### src/rtl/regfile_wb_arbiter.sv
// Write-back arbiter for the 32-entry register file (X31 = XZR).
// Two requesters (ALU, load) each push into a small in-order FIFO. A
// round-robin arbiter drains one entry per cycle into a registered write
// stage that drives RegWr/RW/BusW. QBusy reports whether a queued or
// in-flight write targets register QA.
module regfile_wb_arbiter #(
  parameter int DEPTH = 2,
  parameter int DW    = 64
) (
  input  logic          Clk,
  input  logic          Reset_n,
  input  logic          Valid0,
  input  logic [4:0]    Addr0,
  input  logic [DW-1:0] Data0,
  output logic          Ready0,
  input  logic          Valid1,
  input  logic [4:0]    Addr1,
  input  logic [DW-1:0] Data1,
  output logic          Ready1,
  output logic          RegWr,
  output logic [4:0]    RW,
  output logic [DW-1:0] BusW,
  input  logic [4:0]    QA,
  output logic          QBusy,
  output logic          Idle
);

  localparam int PW = $clog2(DEPTH);
  localparam int CW = PW + 1;
  localparam logic [4:0] XZR = 5'd31;

  // Per-requester views of the ports so both FIFOs share one description
  logic [1:0]    in_valid;
  logic [4:0]    in_addr [2];
  logic [DW-1:0] in_data [2];
  logic [1:0]    ready;
  logic [1:0]    push;
  logic [1:0]    pop;

  // FIFO storage and bookkeeping
  logic [4:0]    addr_mem_q [2][DEPTH];
  logic [4:0]    addr_mem_d [2][DEPTH];
  logic [DW-1:0] data_mem_q [2][DEPTH];
  logic [DW-1:0] data_mem_d [2][DEPTH];
  logic [PW-1:0] wr_ptr_q [2];
  logic [PW-1:0] wr_ptr_d [2];
  logic [PW-1:0] rd_ptr_q [2];
  logic [PW-1:0] rd_ptr_d [2];
  logic [CW-1:0] count_q [2];
  logic [CW-1:0] count_d [2];

  // Arbiter and write stage
  logic          last_grant_q, last_grant_d;
  logic          grant_valid;
  logic          grant_idx;
  logic          regwr_q, regwr_d;
  logic [4:0]    rw_q, rw_d;
  logic [DW-1:0] busw_q, busw_d;

  logic          qbusy_hit;
  logic [PW-1:0] occ_off;

  assign in_valid   = {Valid1, Valid0};
  assign in_addr[0] = Addr0;
  assign in_addr[1] = Addr1;
  assign in_data[0] = Data0;
  assign in_data[1] = Data1;

  // Ready is forced low during reset and returns as soon as reset releases
  assign ready[0] = Reset_n && (count_q[0] < CW'(DEPTH));
  assign ready[1] = Reset_n && (count_q[1] < CW'(DEPTH));
  assign Ready0   = ready[0];
  assign Ready1   = ready[1];

  // XZR writes handshake normally but never create an entry
  assign push[0] = in_valid[0] && ready[0] && (in_addr[0] != XZR);
  assign push[1] = in_valid[1] && ready[1] && (in_addr[1] != XZR);

  // Round-robin grant from pre-edge FIFO occupancy; a tie goes to the
  // requester that did not win last time
  always_comb begin
    grant_valid = 1'b0;
    grant_idx   = 1'b0;
    if ((count_q[0] != '0) && (count_q[1] != '0)) begin
      grant_valid = 1'b1;
      grant_idx   = ~last_grant_q;
    end else if (count_q[0] != '0) begin
      grant_valid = 1'b1;
      grant_idx   = 1'b0;
    end else if (count_q[1] != '0) begin
      grant_valid = 1'b1;
      grant_idx   = 1'b1;
    end
  end

  assign pop[0] = grant_valid && !grant_idx;
  assign pop[1] = grant_valid && grant_idx;

  // Next-state for both FIFOs, the grant history and the write stage
  always_comb begin
    addr_mem_d   = addr_mem_q;
    data_mem_d   = data_mem_q;
    wr_ptr_d     = wr_ptr_q;
    rd_ptr_d     = rd_ptr_q;
    count_d      = count_q;
    last_grant_d = last_grant_q;
    regwr_d      = grant_valid;
    rw_d         = rw_q;
    busw_d       = busw_q;
    for (int r = 0; r < 2; r++) begin
      if (push[r]) begin
        addr_mem_d[r][wr_ptr_q[r]] = in_addr[r];
        data_mem_d[r][wr_ptr_q[r]] = in_data[r];
        wr_ptr_d[r]                = wr_ptr_q[r] + PW'(1);
      end
      if (pop[r]) begin
        rd_ptr_d[r] = rd_ptr_q[r] + PW'(1);
      end
      case ({push[r], pop[r]})
        2'b10:   count_d[r] = count_q[r] + CW'(1);
        2'b01:   count_d[r] = count_q[r] - CW'(1);
        default: count_d[r] = count_q[r];
      endcase
    end
    if (grant_valid) begin
      last_grant_d = grant_idx;
      rw_d         = addr_mem_q[grant_idx][rd_ptr_q[grant_idx]];
      busw_d       = data_mem_q[grant_idx][rd_ptr_q[grant_idx]];
    end
  end

  // State registers; reset flushes both FIFOs and biases the first tie to requester 0
  always_ff @(posedge Clk or negedge Reset_n) begin
    if (!Reset_n) begin
      for (int r = 0; r < 2; r++) begin
        for (int i = 0; i < DEPTH; i++) begin
          addr_mem_q[r][i] <= '0;
          data_mem_q[r][i] <= '0;
        end
        wr_ptr_q[r] <= '0;
        rd_ptr_q[r] <= '0;
        count_q[r]  <= '0;
      end
      last_grant_q <= 1'b1;
      regwr_q      <= 1'b0;
      rw_q         <= '0;
      busw_q       <= '0;
    end else begin
      addr_mem_q   <= addr_mem_d;
      data_mem_q   <= data_mem_d;
      wr_ptr_q     <= wr_ptr_d;
      rd_ptr_q     <= rd_ptr_d;
      count_q      <= count_d;
      last_grant_q <= last_grant_d;
      regwr_q      <= regwr_d;
      rw_q         <= rw_d;
      busw_q       <= busw_d;
    end
  end

  // Hazard query: any occupied FIFO slot or the in-flight write matching QA
  always_comb begin
    qbusy_hit = 1'b0;
    occ_off   = '0;
    for (int r = 0; r < 2; r++) begin
      for (int i = 0; i < DEPTH; i++) begin
        occ_off = PW'(i) - rd_ptr_q[r];
        if (({1'b0, occ_off} < count_q[r]) && (addr_mem_q[r][i] == QA)) begin
          qbusy_hit = 1'b1;
        end
      end
    end
    if (regwr_q && (rw_q == QA)) begin
      qbusy_hit = 1'b1;
    end
    if (QA == XZR) begin
      qbusy_hit = 1'b0;
    end
  end

  assign QBusy = qbusy_hit;
  assign Idle  = (count_q[0] == '0) && (count_q[1] == '0) && !regwr_q;
  assign RegWr = regwr_q;
  assign RW    = rw_q;
  assign BusW  = busw_q;

endmodule

### config.mk
export PLATFORM = sky130hd
export DESIGN_NAME = regfile_wb_arbiter
export DESIGN_NICKNAME = d
export VERILOG_FILES = /design/src/rtl/regfile_wb_arbiter.sv
export SDC_FILE = /design/constraint.sdc
export NUM_CORES = 1
export LEC_CHECK = 0
export ABC_AREA = 1
export ABC_CLOCK_PERIOD_IN_PS = 2800
export BUFFER_PORTS_ARGS = -buffer_cell sky130_fd_sc_hd__buf_2
export CORE_MARGIN = 4
export CORE_UTILIZATION = 40
export CTS_BUF_LIST = sky130_fd_sc_hd__clkbuf_4
export DETAILED_ROUTE_END_ITERATION = 7
export GPL_TIMING_DRIVEN = 0
export PLACE_DENSITY = 0.57
export SLEW_MARGIN = 20
export SYNTH_ARGS = -nofsm -noshare
export SYNTH_HDL_FRONTEND = slang
export SYNTH_SLANG_ARGS = --single-unit
### constraint.sdc
create_clock -name Clk -period 2.8 [get_ports Clk]
set_clock_uncertainty 0.05 [all_clocks]
set_input_delay 0.42 -clock Clk [delete_from_list [all_inputs] [get_ports Clk]]
set_output_delay 0.42 -clock Clk [all_outputs]
set_load 0.01 [all_outputs]
---- Word-level counts from Yosys, hierarchy flattened ----
Index checks and enable logic that the tools add are counted.
storage, ports and cells
  bits in registers ....................... 355
  input bits .............................. 147
  word-level logic and storage cells ...... 125
operators by class
  add/subtract/negate cells ............... 12
  order comparisons ....................... 12
  equal/unequal tests ..................... 12
  mux-type cells .......................... 40
  bitwise logic cells ..................... 5
  reductions and logical operators ........ 26
operator list
  kind                   count
  $mux W128              3
  $mux W64               5
  $bwmux W128            2
  $demux W64 S1          2
  $mux W10               3
  $eq A5 B5 Y1           5
  $mux W5                5
  $bwmux W10             2
  $logic_and A1 B1 Y1    18
  $mux W1                14
  $demux W5 S1           2
  $ne A5 B5 Y1 const B   2
  $ge A2 B2 Y1 const B   4
  $lt A1 B2 Y1           4
  $not A1 Y2             4
  $pmux W2 S2            2
  $reduce_bool A2 Y1     4
  $eq A5 B5 Y1 const B   1
  $add A1 B1 Y1 const B  4
  $add A2 B1 Y2 const B  2
  $eq A2 B1 Y1 const B   2
  $eq A2 B2 Y1 const B   2
  $logic_not A2 Y1       2
  $lt A2 B1 Y1 const B   2
  5 further kinds        11

---- Depth between registers and ports, before layout ----
Gate-level depths: netlist of the first run.
  depth after elaboration ................. 12
  depth in mapped cells ................... 12
  mapped depth without buffers ............ 10

---- Worst setup path before layout of the first run ----
Ideal clock, no wire load.
  kind .................................... register -> output
  start ................................... reg count_q[0] (netlist name)
  end ..................................... out Idle
  arrival time ............................ 1.470 ns
  slack ................................... 0.860 ns
  stages on the path, launching flop included .. 7
  path through ............................ dfrtp_1 or2_1 buf_4 nor2_2 inv_2 clkbuf_1 nor2_1
between the ends
  cells in the longest elaborated chain, start to end .. 3
ends and longest elaborated chain
  item                               line  RTL
  from (decl)                        49    logic [CW-1:0] count_q [2];
  from (signal assigned)             153   count_q <= count_d;
  $logic_not A2 Y1                   182   assign Idle = (count_q[0] == '0) && (count_q[1] == '0) && !regwr_q;
  $logic_and A1 B1 Y1 (2 in series)  182
  to (decl)                          25    output logic Idle
No other way between the ends.

---- Worst setup path after layout of the first run ----
  start ................................... in Reset_n
  end ..................................... reg data_mem_q[247] (netlist name)
between the ends
  cells in the longest elaborated chain, start to end .. 3
ends and longest elaborated chain
  item                               line  RTL
  from (decl)                        11    input logic Reset_n,
  $logic_and A1 B1 Y1                70    assign ready[0] = Reset_n && (count_q[0] < CW'(DEPTH));
  $logic_and A1 B1 Y1 (2 in series)  76    assign push[0] = in_valid[0] && ready[0] && (in_addr[0] != XZR);
  to (signal assigned)               150   data_mem_q <= data_mem_d;
  to (decl)                          43    logic [DW-1:0] data_mem_q [2][DEPTH];
No other way between the ends.
A chain may end at the register's enable or synchronous reset.

==> results of run 1 <==
[how the worst min path moves through the flow]
stage | depth (start not counted) | start | slack [ps] | to
6_report | 5 | Valid1 | 140 | wr_ptr_q[0]
4_1_cts | 5 | Valid1 | 60 | wr_ptr_q[0]
2_1_floorplan | 0 | Reset_n | 70 | BusW[0]
5_1_grt | 5 | Valid1 | 100 | wr_ptr_q[0]
3_3_place_gp | 2 | BusW[62] | 410 | BusW[62]
3_5_place_dp | 1 | Reset_n | 260 | BusW[5]
[repair_timing]
action | in CTS | in global routing
pin swaps | 1 | 4
buffers inserted | 3 | 4
setup endpoints to repair | 2 | 11
hold buffers | 151 | 0
gates cloned | 0 | 1
endpoints found under the hold margin | 376 | 0
resized for setup | 6 | 4
[flip-flops by register name, indices dropped and copies added (netlist names)]
| name | cells |
|---|---|
| BusW | 64 |
| RW | 5 |
| RegWr | 1 |
| addr_mem_q | 20 |
| count_q | 4 |
| data_mem_q | 256 |
| last_grant_q | 1 |
| rd_ptr_q | 2 |
| wr_ptr_q | 2 |
[per-stage QoR]
stage / util, % / setup TNS, ps / total power, µW
after floorplan: - / 0 / 16490
after global placement: 45.01 / -3562040 / 20320
after detailed placement: 45.31 / -31840 / 20650
after CTS: 52.63 / 0 / 25870
after global routing: 52.79 / -9.507 / 28040
final: 52.79 / 0 / 25770
[cells by family after synthesis]
logic type | synth area share (%)
flops | 54.78
xor+xnor | 0.4861
simple gates | 24.26
fa+ha+maj | 0.1543
buf+inv | 9.296
compound gates | 11.02
[power by group]
part,total (µW),internal (µW),switching (µW)
Clock,4880,2630,2250
Combinational,11700,4200,7530
Sequential,9160,7680,1470
Total,25800,14500,11300
[layout make-up]
class	instances	area (µm²)	share of cell area (%)
Sequential cell	355	8885	42.16
Multi-Input combinational cell	1309	5831	27.67
Timing Repair Buffer	381	2880	13.67
Clock buffer	144	1081	5.130
Inverter	234	883.3	4.192
Tap cell	525	656.9	3.117
Buffer	134	644.4	3.058
Clock inverter	30	209.0	0.9916
Antenna cell	1	2.502	0.01188
[routing by layer]
| metal | up-vias | global-route usage, % |
|---|---|---|
| met5 | - | 0 |
| met4 | 0 | 8.686 |
| met3 | 97 | 3.961 |
| met2 | 519 | 40.11 |
| met1 | 7409 | 33.93 |
| li1 | 7509 | - |
[worst min-delay path, cell delays in order]
cell,delay [ps]
sky130_fd_sc_hd__buf_2,120
sky130_fd_sc_hd__and3_1,210
sky130_fd_sc_hd__nand2_1,90
sky130_fd_sc_hd__nand2_1,70
sky130_fd_sc_hd__nand2_1,40
[layout by cell type, fill, tap and decap left out, drive strengths merged]
cell         count
inv            235
clkinvlp         2
diode            1
a21oi            5
bufinv           3
clkbuf         219
nor3             3
nand4           69
nand2          693
dfrtp          354
nand3          149
nor2            22
ha               2
and3             2
o21ai          352
nand3b           2
or2              1
xor2             7
dlygate4sd3    143
dfstp            1
buf            297
clkinv          24
xnor2            2
==> flow_metrics.py, run 1 <==
metrics = {
    "setup_path": {
        "crit_path_start": "Reset_n",
        "r2r_start": "count_q[2]",
        "cpLargestDelayFamily": "buffers and inverters",
        "maximum_fanout_encountered_on_the_critical_timing_path": 25,
        "critical_path_arrival_ps": 3280,
        "critPathCapture": "data_mem_q[247]",
        "rr_endpoint": "BusW[51]",
        "crit_required_ps": 3380,
        "reg2regPathDepth": 10,
        "endpoint_kind": "flop",
        "worstPathCellList": "dlygate4sd3_1, buf_8, buf_12, buf_12, buf_12, buf_16, buf_16, and3_1, nand3b_1, buf_2, clkbuf_1, o21ai_0",
        "timing.critical_path.slowest_cell_delay_ps": 560,
        "critical_path_cell_count": 12,
        "crit_path_frequent_cell": "sky130_fd_sc_hd__buf_12",
        "critical_path.slowest_cell": "sky130_fd_sc_hd__dlygate4sd3_1",
        "worstSetupPathType": "in -> reg",
        "setup.reg_to_reg.worst_slack_ps": 290,
        "cp_num_buf_inv": 9,
        "timing.critical_path.from_type": "input pin",
    },
    "placed_design": {
        "place.detailed.instances": 2780,
        "dp_slack_ps": -257.3,
        "dpl_cell_area_mm2": 0.01809,
        "dpl.hpwl_um": 36520,
        "port_buffers": 218,
        "gp_routability_congestion": 0.8482,
    },
    "global_routing": {
        "antenna_found_initial": 1,
        "first_global_vias": 15622,
        "grt_remaining_overflow": 0,
        "grt_start_max_net_pins": 99,
        "grt_first_pass_wirelength_um": 86390,
        "track_usage_pct": 24.72,
    },
    "synth": {
        "synth.top_cells.by_area": "sky130_fd_sc_hd__dfrtp_1, sky130_fd_sc_hd__nand2_1, sky130_fd_sc_hd__o21ai_0",
        "synth-async-reset-ratio_pct": 100.0,
        "yosysWarnings": 0,
        "synth.most_common_cell": "sky130_fd_sc_hd__nand2_1",
        "yosysTopAreaCellShare_pct": 54.62,
        "synth.cells.most_frequent": "sky130_fd_sc_hd__nand2_1, sky130_fd_sc_hd__dfrtp_1, sky130_fd_sc_hd__o21ai_0",
        "postSynthRegisterBits": 355,
        "post_synth_num_cell_types": 26,
        "post_syn_instances": 2033,
        "syn_area_mm2": 0.01622,
        "synth_seq_area_share_pct": 54.78,
        "syn_nets": 2182,
        "mean_cell_area_of_the_mapped_netlist_um2": 7.977,
        "synth_flop_type": "sky130_fd_sc_hd__dfrtp_1",
        "synth_edf_count": 0,
        "synth_top_area_cell": "sky130_fd_sc_hd__dfrtp_1",
    },
    "timing": {
        "min_period_ps": 2697,
        "transition_time_of_the_tightest_slew_check_pin_ps": 760.8,
        "layout_worst_path_cycle_share_pct": 96.33,
        "setup_repair_after_global_routing_missed_its_margin": "yes",
        "report.final.setup_viol": 0,
        "holdWs_ps": 143.3,
        "timing.final.max_slew_violations": 0,
        "hold_violations": 0,
        "clock.fmax_mhz": 370.8,
        "fin_ws_ps": 102.8,
        "timing.slew.headroom_pct": 49.28,
    },
    "drt": {
        "dr_total_vias": 15534,
        "met3_wirelength_um": 3205,
        "wl_per_cell_um": 17.57,
        "route.detailed.drc": 0,
        "drt_pre_antenna_iters": 5,
        "antenna_left": 0,
        "top_routing_layer_in_use": "met4",
        "wirelength_met1_um": 24130,
        "met2RoutedLength_um": 25860,
        "drt_first_iter_violations": 1147,
        "via_per_inst": 4.990,
        "drt_wl_total_um": 54690,
    },
    "floorplanning": {
        "dieArea_mm2": 0.04383,
        "die_w_um": 209.4,
        "design.core.area_mm2": 0.03991,
        "ios": 221,
        "placement_rows": 73,
        "die_height_um": 209.4,
        "start_util_pct": 40.63,
    },
    "finish": {
        "layout.cells.non_filler": 3113,
        "final_area_mm2": 0.02107,
        "fillers": 3929,
        "layout.nets": 2661,
        "flow.area_growth_from_synthesis_pct": 29.93,
        "final_layout_size_suffix_gt1_share_pct": 17.32,
    },
    "clocking": {
        "clk_latency_ps": 790,
        "clock_path_buffers": 3,
        "ctsHtreeMaxLevel": 3,
        "cts_num_sinks": 355,
        "numCtsBuffers": 97,
        "ctsRootBufferMaster": "sky130_fd_sc_hd__clkbuf_4",
        "cts_tree": "built",
        "clkSlewWorstSetupHoldPaths_ps": 70,
    },
    "power_and_ir_drop": {
        "pwr_density_cell_mw_per_mm2": 1223,
        "ir_worst_vdd_mv": 0.4682,
        "power_leakage_uw": 0.01104,
    },
    "job": {
        "maxCapViolations": 0,
    },
    "worst_hold_path": {
        "hold_path.class": "in -> reg",
    },
    "run_status": {
        "outcome": "completed",
    },
}
(Power assumes the default switching activity.)
==> inputs of run 2 (changes only) <==
--- a/config.mk
+++ b/config.mk
@@ -6,7 +6,7 @@
 export NUM_CORES = 1
 export LEC_CHECK = 0
 export ABC_AREA = 1
-export ABC_CLOCK_PERIOD_IN_PS = 2800
+export ABC_CLOCK_PERIOD_IN_PS = 3500
 export BUFFER_PORTS_ARGS = -buffer_cell sky130_fd_sc_hd__buf_2
 export CORE_MARGIN = 4
 export CORE_UTILIZATION = 40
==> constraint.sdc (replaced) <==
create_clock -name Clk -period 3.5 [get_ports Clk]
set_clock_uncertainty 0.05 [all_clocks]
set_input_delay 0.525 -clock Clk [delete_from_list [all_inputs] [get_ports Clk]]
set_output_delay 0.525 -clock Clk [all_outputs]
set_load 0.01 [all_outputs]
==> flow_metrics.py, run 2 (synthesized netlist as in run 1, its figures left out) <==
metrics = {
    "run_status": {
        "outcome": "completed",
    },
    "timing": {
        "timing.slew.headroom_pct": 49.74,
        "hold_violations": 0,
        "report.final.setup_viol": 0,
        "fin_ws_ps": 289.3,
        "timing.final.max_slew_violations": 0,
        "layout_worst_path_cycle_share_pct": 91.74,
        "min_period_ps": 3211,
        "holdWs_ps": 140.6,
        "transition_time_of_the_tightest_slew_check_pin_ps": 754.0,
        "setup_repair_after_global_routing_missed_its_margin": "no",
        "clock.fmax_mhz": 311.5,
    },
    "setup_path": {
        "maximum_fanout_encountered_on_the_critical_timing_path": 18,
        "worstSetupPathType": "reg -> out",
        "timing.critical_path.slowest_cell_delay_ps": 440,
        "reg2regPathDepth": 10,
        "rr_endpoint": "BusW[51]",
        "setup.reg_to_reg.worst_slack_ps": 970,
        "critical_path.slowest_cell": "sky130_fd_sc_hd__clkbuf_1",
        "endpoint_kind": "primary output",
        "critical_path_arrival_ps": 2640,
        "r2r_start": "count_q[2]",
        "timing.critical_path.from_type": "flop",
        "crit_required_ps": 2920,
        "worstPathCellList": "or2_1, buf_4, nor2_4, inv_2, clkbuf_1, nor2_1, buf_2",
    },
    "floorplanning": {
        "die_height_um": 209.4,
        "design.core.area_mm2": 0.03991,
        "placement_rows": 73,
        "ios": 221,
        "start_util_pct": 40.63,
        "die_w_um": 209.4,
        "dieArea_mm2": 0.04383,
    },
    "drt": {
        "dr_total_vias": 15355,
        "antenna_left": 0,
        "route.detailed.drc": 0,
        "drt_first_iter_violations": 1079,
        "wl_per_cell_um": 17.28,
        "drt_pre_antenna_iters": 5,
        "via_per_inst": 4.961,
        "drt_wl_total_um": 53480,
    },
    "placed_design": {
        "dp_slack_ps": 337.7,
        "port_buffers": 218,
        "dpl_cell_area_mm2": 0.01809,
        "gp_routability_congestion": 0.8482,
        "dpl.hpwl_um": 36520,
    },
    "clocking": {
        "clock_path_buffers": 3,
        "clkSlewWorstSetupHoldPaths_ps": 70,
        "numCtsBuffers": 97,
        "ctsHtreeMaxLevel": 3,
        "cts_tree": "built",
        "ctsRootBufferMaster": "sky130_fd_sc_hd__clkbuf_4",
        "cts_num_sinks": 355,
        "clk_latency_ps": 800,
    },
    "finish": {
        "most_common_library_cell_in_the_layout_ignoring_fill_and_taps": "sky130_fd_sc_hd__nand2_1",
        "layout.nets": 2643,
        "largest_register": "data_mem_q",
        "final_area_mm2": 0.02080,
        "mostFrequentLayoutCells": "sky130_fd_sc_hd__nand2_1, sky130_fd_sc_hd__dfrtp_1, sky130_fd_sc_hd__o21ai_0",
        "number_of_flip_flops_in_the_largest_register": 256,
        "flow.area_growth_from_synthesis_pct": 28.27,
        "final_layout_size_suffix_gt1_share_pct": 16.85,
        "fillers": 3948,
    },
    "global_routing": {
        "antenna_found_initial": 1,
        "track_usage_pct": 24.17,
        "grt_first_pass_wirelength_um": 84890,
        "grt_remaining_overflow": 0,
        "grt_start_max_net_pins": 99,
        "first_global_vias": 15542,
    },
    "worst_hold_path": {
        "hold_path.class": "in -> async",
    },
    "power_and_ir_drop": {
        "power.total_uw": 20460,
        "power_leakage_uw": 0.01090,
        "pwr_density_cell_mw_per_mm2": 983.7,
        "ir_worst_vdd_mv": 0.3751,
    },
    "job": {
        "maxCapViolations": 0,
    },
}
-- run 2: what timing repair did --
item | 4_1_cts | 5_1_grt
cloned | 0 | 1
setup endpoints to repair | 1 | 3
pin swaps | 1 | 0
resized for setup | 1 | 0
hold buffers | 139 | 0
hold endpoints to repair | 373 | 0
buffers inserted | 1 | 0
-- run 2: metrics by stage --
step	utilization (%)	std cells	setup TNS, ps
2_1_floorplan	-	2033	0
3_3_place_gp	45.01	2776	-3182000
3_5_place_dp	45.31	2780	0
4_1_cts	52.06	3094	0
5_1_grt	52.12	3095	0
6_report	52.12	3095	0
-- run 2: metal layers --
layer	vias up	wire, µm	global-route usage (%)
li1	7484	-	-
met1	7305	23910	33.42
met2	479	25110	38.87
met3	87	3061	3.916
met4	0	1400	8.528
met5	-	0	0
-- run 2: worst max path at each step --
stage | from | to | slack [ps] | cells after the start
floorplan | count_q[0] | Idle | 1460 | 6
global placement | Reset_n | data_mem_q[162] | -5140 | 1
detailed placement | Reset_n | data_mem_q[248] | 340 | 9
CTS | Reset_n | Ready0 | 130 | 7
global route | count_q[0] | Idle | 140 | 7
finish | count_q[0] | Idle | 290 | 7
-- run 2: layout make-up --
| type | count | area [µm²] | area share [%] |
|---|---|---|---|
| inverters | 234 | 878.3 | 4.222 |
| clock inverters | 30 | 209.0 | 1.004 |
| plain buffers | 134 | 625.6 | 3.007 |
| clock buffers | 144 | 1081 | 5.196 |
| repair buffers | 363 | 2635 | 12.67 |
| flip-flops and latches | 355 | 8885 | 42.71 |
| diodes | 1 | 2.502 | 0.01203 |
| multi-input cells | 1309 | 5831 | 28.03 |
| well taps | 525 | 656.9 | 3.158 |
-- run 2: report_power, final --
group / total (µW) / leakage (µW) / internal, µW / switching [µW]
logic: 9240 / 0.00576 / 3270 / 5970
registers: 7330 / 0.00439 / 6150 / 1190
clock network: 3890 / 0.000759 / 2100 / 1790
-- run 2: critical path, delay by kind of cell (launching register included) --
| kind | cells | cell delay [ps] |
|---|---|---|
| buffers and inverters | 4 | 1150 |
| DFF | 1 | 420 |
| and+or+nand+nor | 3 | 300 |
==> inputs of run 3 (changes only) <==
--- a/config.mk
+++ b/config.mk
@@ -9,11 +9,11 @@
 export ABC_CLOCK_PERIOD_IN_PS = 3500
 export BUFFER_PORTS_ARGS = -buffer_cell sky130_fd_sc_hd__buf_2
 export CORE_MARGIN = 4
-export CORE_UTILIZATION = 40
+export CORE_UTILIZATION = 64
 export CTS_BUF_LIST = sky130_fd_sc_hd__clkbuf_4
 export DETAILED_ROUTE_END_ITERATION = 7
 export GPL_TIMING_DRIVEN = 0
-export PLACE_DENSITY = 0.57
+export PLACE_DENSITY = 0.85
 export SLEW_MARGIN = 20
 export SYNTH_ARGS = -nofsm -noshare
 export SYNTH_HDL_FRONTEND = slang
==> flow_metrics.py, run 3 (synthesized netlist as in run 1, its figures left out) <==
metrics = {
    "clocking": {
        "ctsHtreeMaxLevel": 3,
        "cts_num_sinks": 355,
        "clkSlewWorstSetupHoldPaths_ps": 60,
        "ctsRootBufferMaster": "sky130_fd_sc_hd__clkbuf_4",
        "clock_path_buffers": 3,
        "numCtsBuffers": 89,
        "cts_tree": "built",
        "clk_latency_ps": 710,
    },
    "setup_path": {
        "reg2regPathDepth": 10,
        "r2r_start": "count_q[2]",
        "maximum_fanout_encountered_on_the_critical_timing_path": 10,
        "crit_required_ps": 2920,
        "timing.critical_path.from_type": "flop",
        "rr_endpoint": "BusW[17]",
        "critical_path_arrival_ps": 2800,
        "setup.reg_to_reg.worst_slack_ps": 1110,
        "endpoint_kind": "primary output",
        "worstSetupPathType": "reg -> out",
    },
    "floorplanning": {
        "design.core.area_mm2": 0.02460,
        "start_util_pct": 65.91,
        "die_w_um": 167.2,
        "die_height_um": 167.2,
        "ios": 221,
        "dieArea_mm2": 0.02795,
        "placement_rows": 57,
    },
    "drt": {
        "drt_first_iter_violations": 1992,
        "wirelength_met1_um": 18470,
        "met2RoutedLength_um": 22560,
        "drt_pre_antenna_iters": 8,
        "route.detailed.drc": 0,
        "met3_wirelength_um": 4155,
        "via_per_inst": 5.719,
        "drt_wl_total_um": 47540,
        "dr_total_vias": 15585,
        "wl_per_cell_um": 17.44,
        "top_routing_layer_in_use": "met4",
        "antenna_left": 0,
    },
    "finish": {
        "largest_register": "data_mem_q",
        "layout.nets": 2501,
        "mostFrequentLayoutCells": "sky130_fd_sc_hd__nand2_1, sky130_fd_sc_hd__dfrtp_1, sky130_fd_sc_hd__o21ai_0",
        "fillers": 1881,
        "flow.area_growth_from_synthesis_pct": 16.64,
        "final_layout_size_suffix_gt1_share_pct": 16.83,
        "most_common_library_cell_in_the_layout_ignoring_fill_and_taps": "sky130_fd_sc_hd__nand2_1",
        "utilization_pct": 76.88,
        "number_of_flip_flops_in_the_largest_register": 256,
    },
    "global_routing": {
        "antenna_found_initial": 1,
        "track_usage_pct": 33.75,
        "grt_first_pass_wirelength_um": 77230,
        "grt_start_max_net_pins": 103,
        "first_global_vias": 15810,
        "grt_remaining_overflow": 0,
    },
    "placed_design": {
        "port_buffers": 218,
        "dpl.hpwl_um": 33400,
        "dp_slack_ps": 532.3,
        "gp_routability_congestion": 0.9136,
    },
    "timing": {
        "report.final.setup_viol": 0,
        "layout_worst_path_cycle_share_pct": 96.30,
        "hold_violations": 0,
        "min_period_ps": 3371,
        "clock.fmax_mhz": 296.7,
        "setup_repair_after_global_routing_missed_its_margin": "no",
        "transition_time_of_the_tightest_slew_check_pin_ps": 638.3,
        "timing.final.max_slew_violations": 0,
        "timing.slew.headroom_pct": 57.45,
        "fin_ws_ps": 129.3,
    },
    "worst_hold_path": {
        "hp-start": "Data0[35]",
        "hold_path.class": "in -> reg",
        "hold_depth": 3,
        "min_delay_worst_endpoint": "data_mem_q[227]",
    },
    "run_status": {
        "outcome": "completed",
    },
    "job": {
        "maxCapViolations": 0,
    },
    "power_and_ir_drop": {
        "ir_worst_vdd_mv": 0.5289,
        "power_leakage_uw": 0.01018,
        "pwr_density_cell_mw_per_mm2": 1043,
    },
}
## run 3: where the power goes
group | internal (µW) | total [µW] | switching (µW)
Clock | 1660 | 3270 | 1600
Combinational | 3180 | 9060 | 5880
Sequential | 6150 | 7410 | 1260
## run 3: final cells by class
class                      count  area, µm²  share of cell area [%]
timing repair buffer         228       1271                   6.720
antenna                        1      2.502                 0.01323
clock inverter                17      98.84                  0.5225
tap                          324      405.4                   2.143
multi-input combinational   1309       5831                   30.82
inverter                     234      878.3                   4.643
buffer                       135      629.4                   3.327
sequential                   355       8885                   46.97
clock buffer                 122      915.9                   4.842
## run 3: worst max path at each step
| stage | startpoint | end | slack [ps] | cells after the start |
|---|---|---|---|---|
| after CTS | count_q[1] | Idle | 120 | 7 |
| after global placement | Reset_n | data_mem_q[227] | -4710 | 1 |
| after global routing | count_q[0] | Idle | 30 | 7 |
| after floorplan | count_q[0] | Idle | 1460 | 6 |
| after detailed placement | count_q[1] | Idle | 530 | 7 |
| final | count_q[1] | Idle | 130 | 7 |
## run 3: metrics by stage
step	setup TNS, ps	total power [µW]	cell area (µm²)	instances	hold WS [ps]
floorplan	0	13190	16220	2033	179.4
global placement	-2910460	15870	17710	2575	408.3
detailed placement	0	16290	17830	2579	292.5
CTS	0	19600	18910	2724	0.6850
global route	0	21300	18920	2725	10.73
finish	0	19730	18920	2725	35.83
## run 3: what timing repair did
item	CTS	global route
hold buffers	6	0
gates resized for setup	1	0
buffers inserted	0	0
endpoints found under the setup margin	1	0
endpoints found under the hold margin	208	0
## run 3: worst max-delay path, stage by stage (launching register included)
cell                       delay [ps]
sky130_fd_sc_hd__dfrtp_1          410
sky130_fd_sc_hd__or2_1            230
sky130_fd_sc_hd__buf_4            200
sky130_fd_sc_hd__nor2_4           380
sky130_fd_sc_hd__inv_2            240
sky130_fd_sc_hd__clkbuf_1         330
sky130_fd_sc_hd__nor2_1           170
sky130_fd_sc_hd__buf_2            150
## run 3: layer usage
metal  track usage [%]  vias to the layer above
li1                  -                     7148
met1             44.14                     7339
met2             54.53                      898
met3             6.365                      200
met4             17.25                        0
met5                 0                        -
